## config.mk

```make
export PLATFORM = sky130hd
export DESIGN_NAME = denoise_edge_top
export DESIGN_NICKNAME = d
export VERILOG_FILES = /design/src/rtl/denoise_edge_top.sv
export SDC_FILE = /design/constraint.sdc
export NUM_CORES = 1
export LEC_CHECK = 0
export ABC_AREA = 1
export CAP_MARGIN = 20
export CORE_ASPECT_RATIO = 2
export CORE_MARGIN = 4
export CORE_UTILIZATION = 55
export DETAILED_ROUTE_END_ITERATION = 16
export PLACE_DENSITY = 0.86
export SETUP_SLACK_MARGIN = 0.3
export SLEW_MARGIN = 20
export SYNTH_ARGS = -nofsm -noshare
export SYNTH_HDL_FRONTEND = slang
export SYNTH_SLANG_ARGS = --single-unit
export TNS_END_PERCENT = 1
```

## constraint.sdc

```tcl
create_clock -name clk -period 14.75 [get_ports clk]
set_input_delay 2.95 -clock clk [delete_from_list [all_inputs] [get_ports clk]]
set_output_delay 2.95 -clock clk [all_outputs]
set_load 0.01 [all_outputs]
```

## src/rtl/denoise_edge_top.sv

```systemverilog
// denoise_edge_top: in-place two-pass chessboard distance transform on RAM0,
// threshold denoise into RAM3, then 4-neighbour edge extraction into RAM2.
// One shared sequencer walks the image per phase; each engine sees the
// sequencer's registered strobes only while its own phase is active.
module denoise_edge_top #(
  parameter int THRESH = 1,
  parameter int IMG_W  = 128,
  parameter int DATA_W = 8
) (
  input  logic              clk,
  input  logic              reset,
  input  logic [DATA_W-1:0] forward_di,
  input  logic [DATA_W-1:0] backward_di,
  input  logic [DATA_W-1:0] threshold_di,
  input  logic [DATA_W-1:0] convolution_di,
  output logic [13:0]       forward_addr,
  output logic [13:0]       backward_addr,
  output logic [13:0]       threshold_addr,
  output logic [13:0]       convolution_addr,
  output logic              forward_wr,
  output logic              backward_wr,
  output logic              threshold_wr,
  output logic              convolution_wr,
  output logic              forward_rd,
  output logic              backward_rd,
  output logic              threshold_rd,
  output logic              convolution_rd,
  output logic [DATA_W-1:0] forward_do,
  output logic [DATA_W-1:0] backward_do,
  output logic              threshold_do,
  output logic              convolution_do,
  output logic [2:0]        f_RAM_sel,
  output logic [2:0]        b_RAM_sel,
  output logic [2:0]        t_RAM_sel,
  output logic [2:0]        c_RAM_sel,
  output logic              done
);

  localparam int LOG_W = $clog2(IMG_W);
  localparam logic [LOG_W-1:0] LAST   = LOG_W'(IMG_W - 1);
  localparam logic [LOG_W:0]   OFF_M1 = '1;
  localparam logic [LOG_W:0]   OFF_P1 = (LOG_W+1)'(1);
  localparam logic [LOG_W:0]   OFF_Z  = '0;
  localparam logic [2:0]       SEL_OFF = 3'd7;

  typedef enum logic [2:0] {P_IDLE, P_FWD, P_BWD, P_THR, P_CONV, P_DONE} phase_t;

  function automatic logic [DATA_W-1:0] min_u(input logic [DATA_W-1:0] a,
                                              input logic [DATA_W-1:0] b);
    return (a < b) ? a : b;
  endfunction

  function automatic logic [DATA_W-1:0] sat_inc(input logic [DATA_W-1:0] a);
    return (a == {DATA_W{1'b1}}) ? a : a + 1'b1;
  endfunction

  phase_t            phase, phase_n;
  logic [2:0]        step, step_n;
  logic [LOG_W-1:0]  row, row_n, col, col_n;
  logic              rd_q, rd_n, wr_q, wr_n;
  logic [13:0]       addr_q, addr_n;
  logic [DATA_W-1:0] do_q, do_n;
  logic [2:0]        sel_q, sel_n;
  logic [DATA_W-1:0] cen, cen_n, acc, acc_n;
  logic              zseen, zseen_n;

  logic [DATA_W-1:0] di_mux, cur, nb_min, res;
  logic [2:0]        rd_sel, wr_sel;
  logic [1:0]        k;
  logic [LOG_W:0]    dr, dc, nr, nc;
  logic              nb_ok;
  logic [13:0]       cen_addr, nb_addr;

  // Route the active engine's read data and pick its read/write RAM index.
  always_comb begin
    di_mux = '0;
    rd_sel = SEL_OFF;
    wr_sel = SEL_OFF;
    case (phase)
      P_FWD:  begin di_mux = forward_di;     rd_sel = 3'd0; wr_sel = 3'd0; end
      P_BWD:  begin di_mux = backward_di;    rd_sel = 3'd0; wr_sel = 3'd0; end
      P_THR:  begin di_mux = threshold_di;   rd_sel = 3'd0; wr_sel = 3'd3; end
      P_CONV: begin di_mux = convolution_di; rd_sel = 3'd3; wr_sel = 3'd2; end
      default: ;
    endcase
  end

  // Neighbour k of the current pixel; out-of-image shows up as a carry into bit LOG_W.
  always_comb begin
    k  = step[1:0] - 2'd1;
    dr = OFF_Z;
    dc = OFF_Z;
    case (phase)
      P_FWD:
        case (k)
          2'd0:    begin dr = OFF_M1; dc = OFF_M1; end
          2'd1:    dr = OFF_M1;
          2'd2:    begin dr = OFF_M1; dc = OFF_P1; end
          default: dc = OFF_M1;
        endcase
      P_BWD:
        case (k)
          2'd0:    dc = OFF_P1;
          2'd1:    begin dr = OFF_P1; dc = OFF_M1; end
          2'd2:    dr = OFF_P1;
          default: begin dr = OFF_P1; dc = OFF_P1; end
        endcase
      P_CONV:
        case (k)
          2'd0:    dr = OFF_M1;
          2'd1:    dr = OFF_P1;
          2'd2:    dc = OFF_P1;
          default: dc = OFF_M1;
        endcase
      default: ;
    endcase
    nr       = {1'b0, row} + dr;
    nc       = {1'b0, col} + dc;
    nb_ok    = ~nr[LOG_W] & ~nc[LOG_W];
    nb_addr  = 14'({nr[LOG_W-1:0], nc[LOG_W-1:0]});
    cen_addr = 14'({row, col});
  end

  // Per-phase result from the centre and the running neighbour minimum / zero flag.
  always_comb begin
    cur    = rd_q ? di_mux : '0;
    nb_min = min_u(acc, cur);
    case (phase)
      P_FWD:   res = sat_inc(nb_min);
      P_BWD:   res = min_u(cen, sat_inc(nb_min));
      default: res = {{(DATA_W-1){1'b0}}, (cen != '0) && (zseen || (cur == '0))};
    endcase
  end

  // Sequencer next state: step 0 reads centre, 1..4 issue neighbours while
  // collecting the previous read, 5 writes, 6 advances pixel or phase.
  always_comb begin
    phase_n = phase;
    step_n  = step;
    row_n   = row;
    col_n   = col;
    rd_n    = 1'b0;
    wr_n    = 1'b0;
    addr_n  = addr_q;
    do_n    = do_q;
    sel_n   = sel_q;
    cen_n   = cen;
    acc_n   = acc;
    zseen_n = zseen;
    case (phase)
      P_IDLE: begin
        phase_n = P_FWD;
        step_n  = '0;
        row_n   = '0;
        col_n   = '0;
      end
      P_FWD, P_BWD, P_THR, P_CONV: begin
        case (step)
          3'd0: begin
            rd_n    = 1'b1;
            addr_n  = cen_addr;
            sel_n   = rd_sel;
            acc_n   = '1;
            zseen_n = 1'b0;
            step_n  = 3'd1;
          end
          3'd1: begin
            cen_n = cur;
            if ((phase == P_FWD || phase == P_BWD) && cur == '0) begin
              step_n = 3'd6;
            end else if (phase == P_THR) begin
              wr_n   = 1'b1;
              addr_n = cen_addr;
              do_n   = {{(DATA_W-1){1'b0}}, cur > DATA_W'(THRESH)};
              sel_n  = wr_sel;
              step_n = 3'd6;
            end else begin
              rd_n   = nb_ok;
              addr_n = nb_ok ? nb_addr : addr_q;
              sel_n  = rd_sel;
              step_n = 3'd2;
            end
          end
          3'd2, 3'd3, 3'd4: begin
            acc_n   = nb_min;
            zseen_n = zseen | (cur == '0);
            rd_n    = nb_ok;
            addr_n  = nb_ok ? nb_addr : addr_q;
            sel_n   = rd_sel;
            step_n  = step + 3'd1;
          end
          3'd5: begin
            wr_n   = 1'b1;
            addr_n = cen_addr;
            do_n   = res;
            sel_n  = wr_sel;
            step_n = 3'd6;
          end
          default: begin
            step_n = '0;
            if (phase == P_BWD) begin
              if (col != '0) begin
                col_n = col - 1'b1;
              end else if (row != '0) begin
                row_n = row - 1'b1;
                col_n = LAST;
              end else begin
                phase_n = P_THR;
                row_n   = '0;
                col_n   = '0;
              end
            end else begin
              if (col != LAST) begin
                col_n = col + 1'b1;
              end else if (row != LAST) begin
                row_n = row + 1'b1;
                col_n = '0;
              end else begin
                row_n = '0;
                col_n = '0;
                case (phase)
                  P_FWD:   begin phase_n = P_BWD; row_n = LAST; col_n = LAST; end
                  P_THR:   phase_n = P_CONV;
                  default: phase_n = P_DONE;
                endcase
              end
            end
          end
        endcase
      end
      default: ;
    endcase
  end

  // Control and port registers; reset aborts any access in flight.
  always_ff @(posedge clk) begin
    if (reset) begin
      phase  <= P_IDLE;
      step   <= '0;
      row    <= '0;
      col    <= '0;
      rd_q   <= 1'b0;
      wr_q   <= 1'b0;
      addr_q <= '0;
      do_q   <= '0;
      sel_q  <= SEL_OFF;
    end else begin
      phase  <= phase_n;
      step   <= step_n;
      row    <= row_n;
      col    <= col_n;
      rd_q   <= rd_n;
      wr_q   <= wr_n;
      addr_q <= addr_n;
      do_q   <= do_n;
      sel_q  <= sel_n;
    end
  end

  // Per-pixel working data; always rewritten before use so it needs no reset.
  always_ff @(posedge clk) begin
    cen   <= cen_n;
    acc   <= acc_n;
    zseen <= zseen_n;
  end

  assign forward_rd       = (phase == P_FWD)  && rd_q;
  assign backward_rd      = (phase == P_BWD)  && rd_q;
  assign threshold_rd     = (phase == P_THR)  && rd_q;
  assign convolution_rd   = (phase == P_CONV) && rd_q;
  assign forward_wr       = (phase == P_FWD)  && wr_q;
  assign backward_wr      = (phase == P_BWD)  && wr_q;
  assign threshold_wr     = (phase == P_THR)  && wr_q;
  assign convolution_wr   = (phase == P_CONV) && wr_q;
  assign forward_addr     = (phase == P_FWD)  ? addr_q : '0;
  assign backward_addr    = (phase == P_BWD)  ? addr_q : '0;
  assign threshold_addr   = (phase == P_THR)  ? addr_q : '0;
  assign convolution_addr = (phase == P_CONV) ? addr_q : '0;
  assign forward_do       = (phase == P_FWD)  ? do_q : '0;
  assign backward_do      = (phase == P_BWD)  ? do_q : '0;
  assign threshold_do     = (phase == P_THR)  && do_q[0];
  assign convolution_do   = (phase == P_CONV) && do_q[0];
  assign f_RAM_sel        = (phase == P_FWD)  ? sel_q : SEL_OFF;
  assign b_RAM_sel        = (phase == P_BWD)  ? sel_q : SEL_OFF;
  assign t_RAM_sel        = (phase == P_THR)  ? sel_q : SEL_OFF;
  assign c_RAM_sel        = (phase == P_CONV) ? sel_q : SEL_OFF;
  assign done             = (phase == P_DONE);

endmodule

```

==> flow_metrics.env <==
export IMPL_diodes=0
export IMPL_fin_skew_ns=0.00962
export IMPL_syn_area_um2=5740
export IMPL_grt_pass1_vias=7023
export IMPL_rsz0062_at_grt="false"
export IMPL_r2r_worst_path_cells=27
export IMPL_post_place_ws_ns=6.64
export IMPL_timing_rr_end="do_q[1]"
export IMPL_synth_xor_area_frac=0.0305
export IMPL_cts_max_path_buffers=2
export IMPL_io_pins=129
export IMPL_clk_pin_slew_worst_paths_ns=0.05
export IMPL_place_gp_congestion=0.952
export IMPL_tightestPinTransition_ns=1.09
export IMPL_worstSetupPathType="in2reg"
export IMPL_hold_depth=2
export IMPL_slew_viol_final=0
export IMPL_portBuffers=128
export IMPL_hold_end="do_q[4]"
export IMPL_hold_viol=0
export IMPL_cts_tree="yes"
export IMPL_layout_drive_gt1_share=0.0541
export IMPL_worstPathArrival_ns=8.06
export IMPL_leakage_nw=3.16
export IMPL_hold_class="reg2reg"
export IMPL_async_reset_ff_frac=0
export IMPL_final_nets=1089
export IMPL_hpwlAfterDp_um=15200
export IMPL_start_util=0.566
export IMPL_post_cts_buffers=0
export IMPL_post_drt_wl_per_cell_um=17.6
export IMPL_antenna_left=0
export IMPL_yosys_warnings=0
export IMPL_p_per_area_nw_per_um2=175
export IMPL_clockRootBuffer="clkbuf_16"
export IMPL_drc_errors=0
export IMPL_dpl_cell_area_um2=7100
export IMPL_cts_hold_buf=0
export IMPL_power_total_mw=1.30
export IMPL_grt_overflow_total=0
export IMPL_antenna_found_initial=0
export IMPL_status="finished, final reports clean"
export IMPL_fmax_mhz=127
export IMPL_synth_simple_gate_area_share=0.300
export IMPL_setup_viol=0
export IMPL_crit_path_start_kind="input pin"
export IMPL_syn_area_per_cell_um2=6.39
export IMPL_cts_buffers=9
export IMPL_dieWidth_um=80.3
export IMPL_grt_max_degree=31
export IMPL_syn_nets=977
export IMPL_critPathCaptureType="register"
export IMPL_clock_latency_ns=0.34
export IMPL_fillerInstances=895
export IMPL_synth_edf_count=17
export IMPL_fin_crit_sh=0.533
export IMPL_die_h_um=153
export IMPL_ys_ff_latch=64
export IMPL_track_usage=0.340
export IMPL_synthFlopType="dfxtp_1"
export IMPL_dr_pass1_iters=5
export IMPL_peakVddDrop_mv=0.105
export IMPL_fin_area_um2=7440
export IMPL_holdCritStartpoint="do_q[4]"
export IMPL_vias_per_cell=5.82
export IMPL_die_area_um2=12200
export IMPL_ys_seq_area_frac=0.253
export IMPL_max_cap_viol_count=0
export IMPL_placementRows=52
export IMPL_cts_resized=0
export IMPL_ff2ff_setup_slack_ns=8.14
export IMPL_r2r_start="phase[1]"
export IMPL_synthAdderAreaFrac=0.0985
export IMPL_htreeDepth=3
export IMPL_relSlewSlack=0.269
export IMPL_synthMuxAreaShare=0
export IMPL_ys_types=53
export IMPL_syn_inst=899
export IMPL_grt_pass1_wl_um=32800
export IMPL_cts_sinks=64
export IMPL_setup_slack_ns=6.89
export IMPL_fp_coreArea_um2=10100
export IMPL_tns_ns=0
export IMPL_fin_crit_ns=7.86
export IMPL_area_growth_pct=29.6
export IMPL_required_ns=14.96
export IMPL_drt_initial_drc_count=409
export IMPL_drt_total_wl_um=20300
export IMPL_synth_compound_area_share=0.212
export IMPL_crit_fanout=11
export IMPL_vias=6701
export IMPL_synth_top_family_by_area="simple AND/OR/NAND/NOR gates"
## how the worst max path moves through the flow
stage                      startpoint      end  slack [ns]  cells after the start
floorplan           convolution_di[5]  do_q[2]        7.73                     25
global placement    convolution_di[5]  do_q[1]        6.75                     25
detailed placement  convolution_di[5]  do_q[1]        6.64                     27
CTS                 convolution_di[5]  do_q[1]        6.93                     25
global route        convolution_di[5]  do_q[5]        6.41                     28
finish              convolution_di[5]  do_q[1]        6.89                     25
## kinds of logic (layout without fill, tap and decap cells)
logic type | Yosys count | count (layout)
and+or+nand+nor | 408 | 408
AOI/OAI and AO/OA | 206 | 206
buffers and inverters | 157 | 274
DFF | 64 | 64
adders and majority gates | 44 | 44
xor gates and xnor gates | 20 | 20
## power by group
| part | switching [mW] | internal (mW) | total [mW] |
|---|---|---|---|
| Combinational | 0.556 | 0.253 | 0.809 |
| Sequential | 0.0361 | 0.225 | 0.261 |
| Clock | 0.0769 | 0.152 | 0.229 |
| Total | 0.669 | 0.631 | 1.30 |
## cell type report
| class | count | area (um^2) | area share |
|---|---|---|---|
| clock inverter | 3 | 65.1 | 0.00874 |
| sequential | 64 | 1450 | 0.195 |
| clock buffer | 13 | 250 | 0.0336 |
| multi-input combinational | 678 | 3690 | 0.495 |
| tap | 135 | 169 | 0.0227 |
| inverter | 122 | 458 | 0.0615 |
| timing repair buffer | 136 | 1360 | 0.183 |
## per-layer routing
metal	wire [um]	up-vias	global-route usage
met5	0	-	0
met2	11000	328	0.625
met1	6670	3065	0.318
met4	1450	0	0.251
met3	1220	107	0.0609
li1	-	3201	-
## registers in the layout (all words and copies together) (netlist names)
name,flops
acc,8
row,7
step,3
col,7
addr_q,14
sel_q,3
do_q,8
rd_q,1
phase,3
zseen,1
wr_q,1
cen,8
## critical path: stages
cell and delay (ns):
clkdlybuf4s50_1 0.40, a22o_1 0.24, o21ai_0 0.27, ha_1 0.31, a21oi_1 0.15, nor2_1 0.05, a211oi_1 0.52, nand2_2 0.30
o21ai_2 0.30, ha_1 0.24, inv_1 0.07, nor4_1 0.28, inv_1 0.09, nand2_1 0.06, nand2_1 0.06, nor2_1 0.16
ha_1 0.27, nand2_1 0.09, nor2_1 0.05, a211oi_1 0.66, nand2_4 0.18, nand2_2 0.12, o211ai_1 0.09, nand2_1 0.10
a21oi_1 0.06
## synthesized netlist by cell type (all sizes together), types with 3 or more instances
cell type / count / share of area
inv: 119 / 0.078
nand3b: 4 / 0.0052
o211ai: 7 / 0.0092
nand4: 6 / 0.0065
buf: 10 / 0.0098
ha: 42 / 0.092
nor3: 11 / 0.0096
nand2: 189 / 0.13
a22o: 13 / 0.020
o21ai: 61 / 0.055
nor4: 4 / 0.0044
clkbuf: 25 / 0.016
xnor2: 5 / 0.0076
dfxtp: 47 / 0.16
nor2: 145 / 0.098
a21oi: 79 / 0.069
nand3: 44 / 0.039
a211oi: 8 / 0.010
xor2: 15 / 0.023
clkinv: 3 / 0.0020
a31oi: 4 / 0.0044
o22ai: 18 / 0.020
o221ai: 4 / 0.0061
edfxtp: 17 / 0.089
## cell usage in the layout (no fill, tap or decap), drive strengths merged, types with 2 or more instances in the layout
cell,count
nand2,189
nor2,145
clkdlybuf4s50,128
inv,119
a21oi,79
o21ai,61
dfxtp,47
nand3,44
ha,42
o22ai,18
edfxtp,17
xor2,15
a22o,13
clkbuf,13
nor3,11
a211oi,8
buf,8
o211ai,7
nand4,6
xnor2,5
o221ai,4
nand3b,4
nor4,4
a31oi,4
clkinv,4
a22oi,2
fa,2
bufinv,2
nor3b,2
or2,2
## metrics by stage
step                cells  hold slack [ns]   util
detailed placement   1134            0.460  0.699
global placement     1134            0.456  0.699
floorplan             899            0.445      -
CTS                  1150            0.468  0.730
finish               1151            0.468  0.733
global route         1151            0.489  0.733
Power figures use the tool's default switching activity.
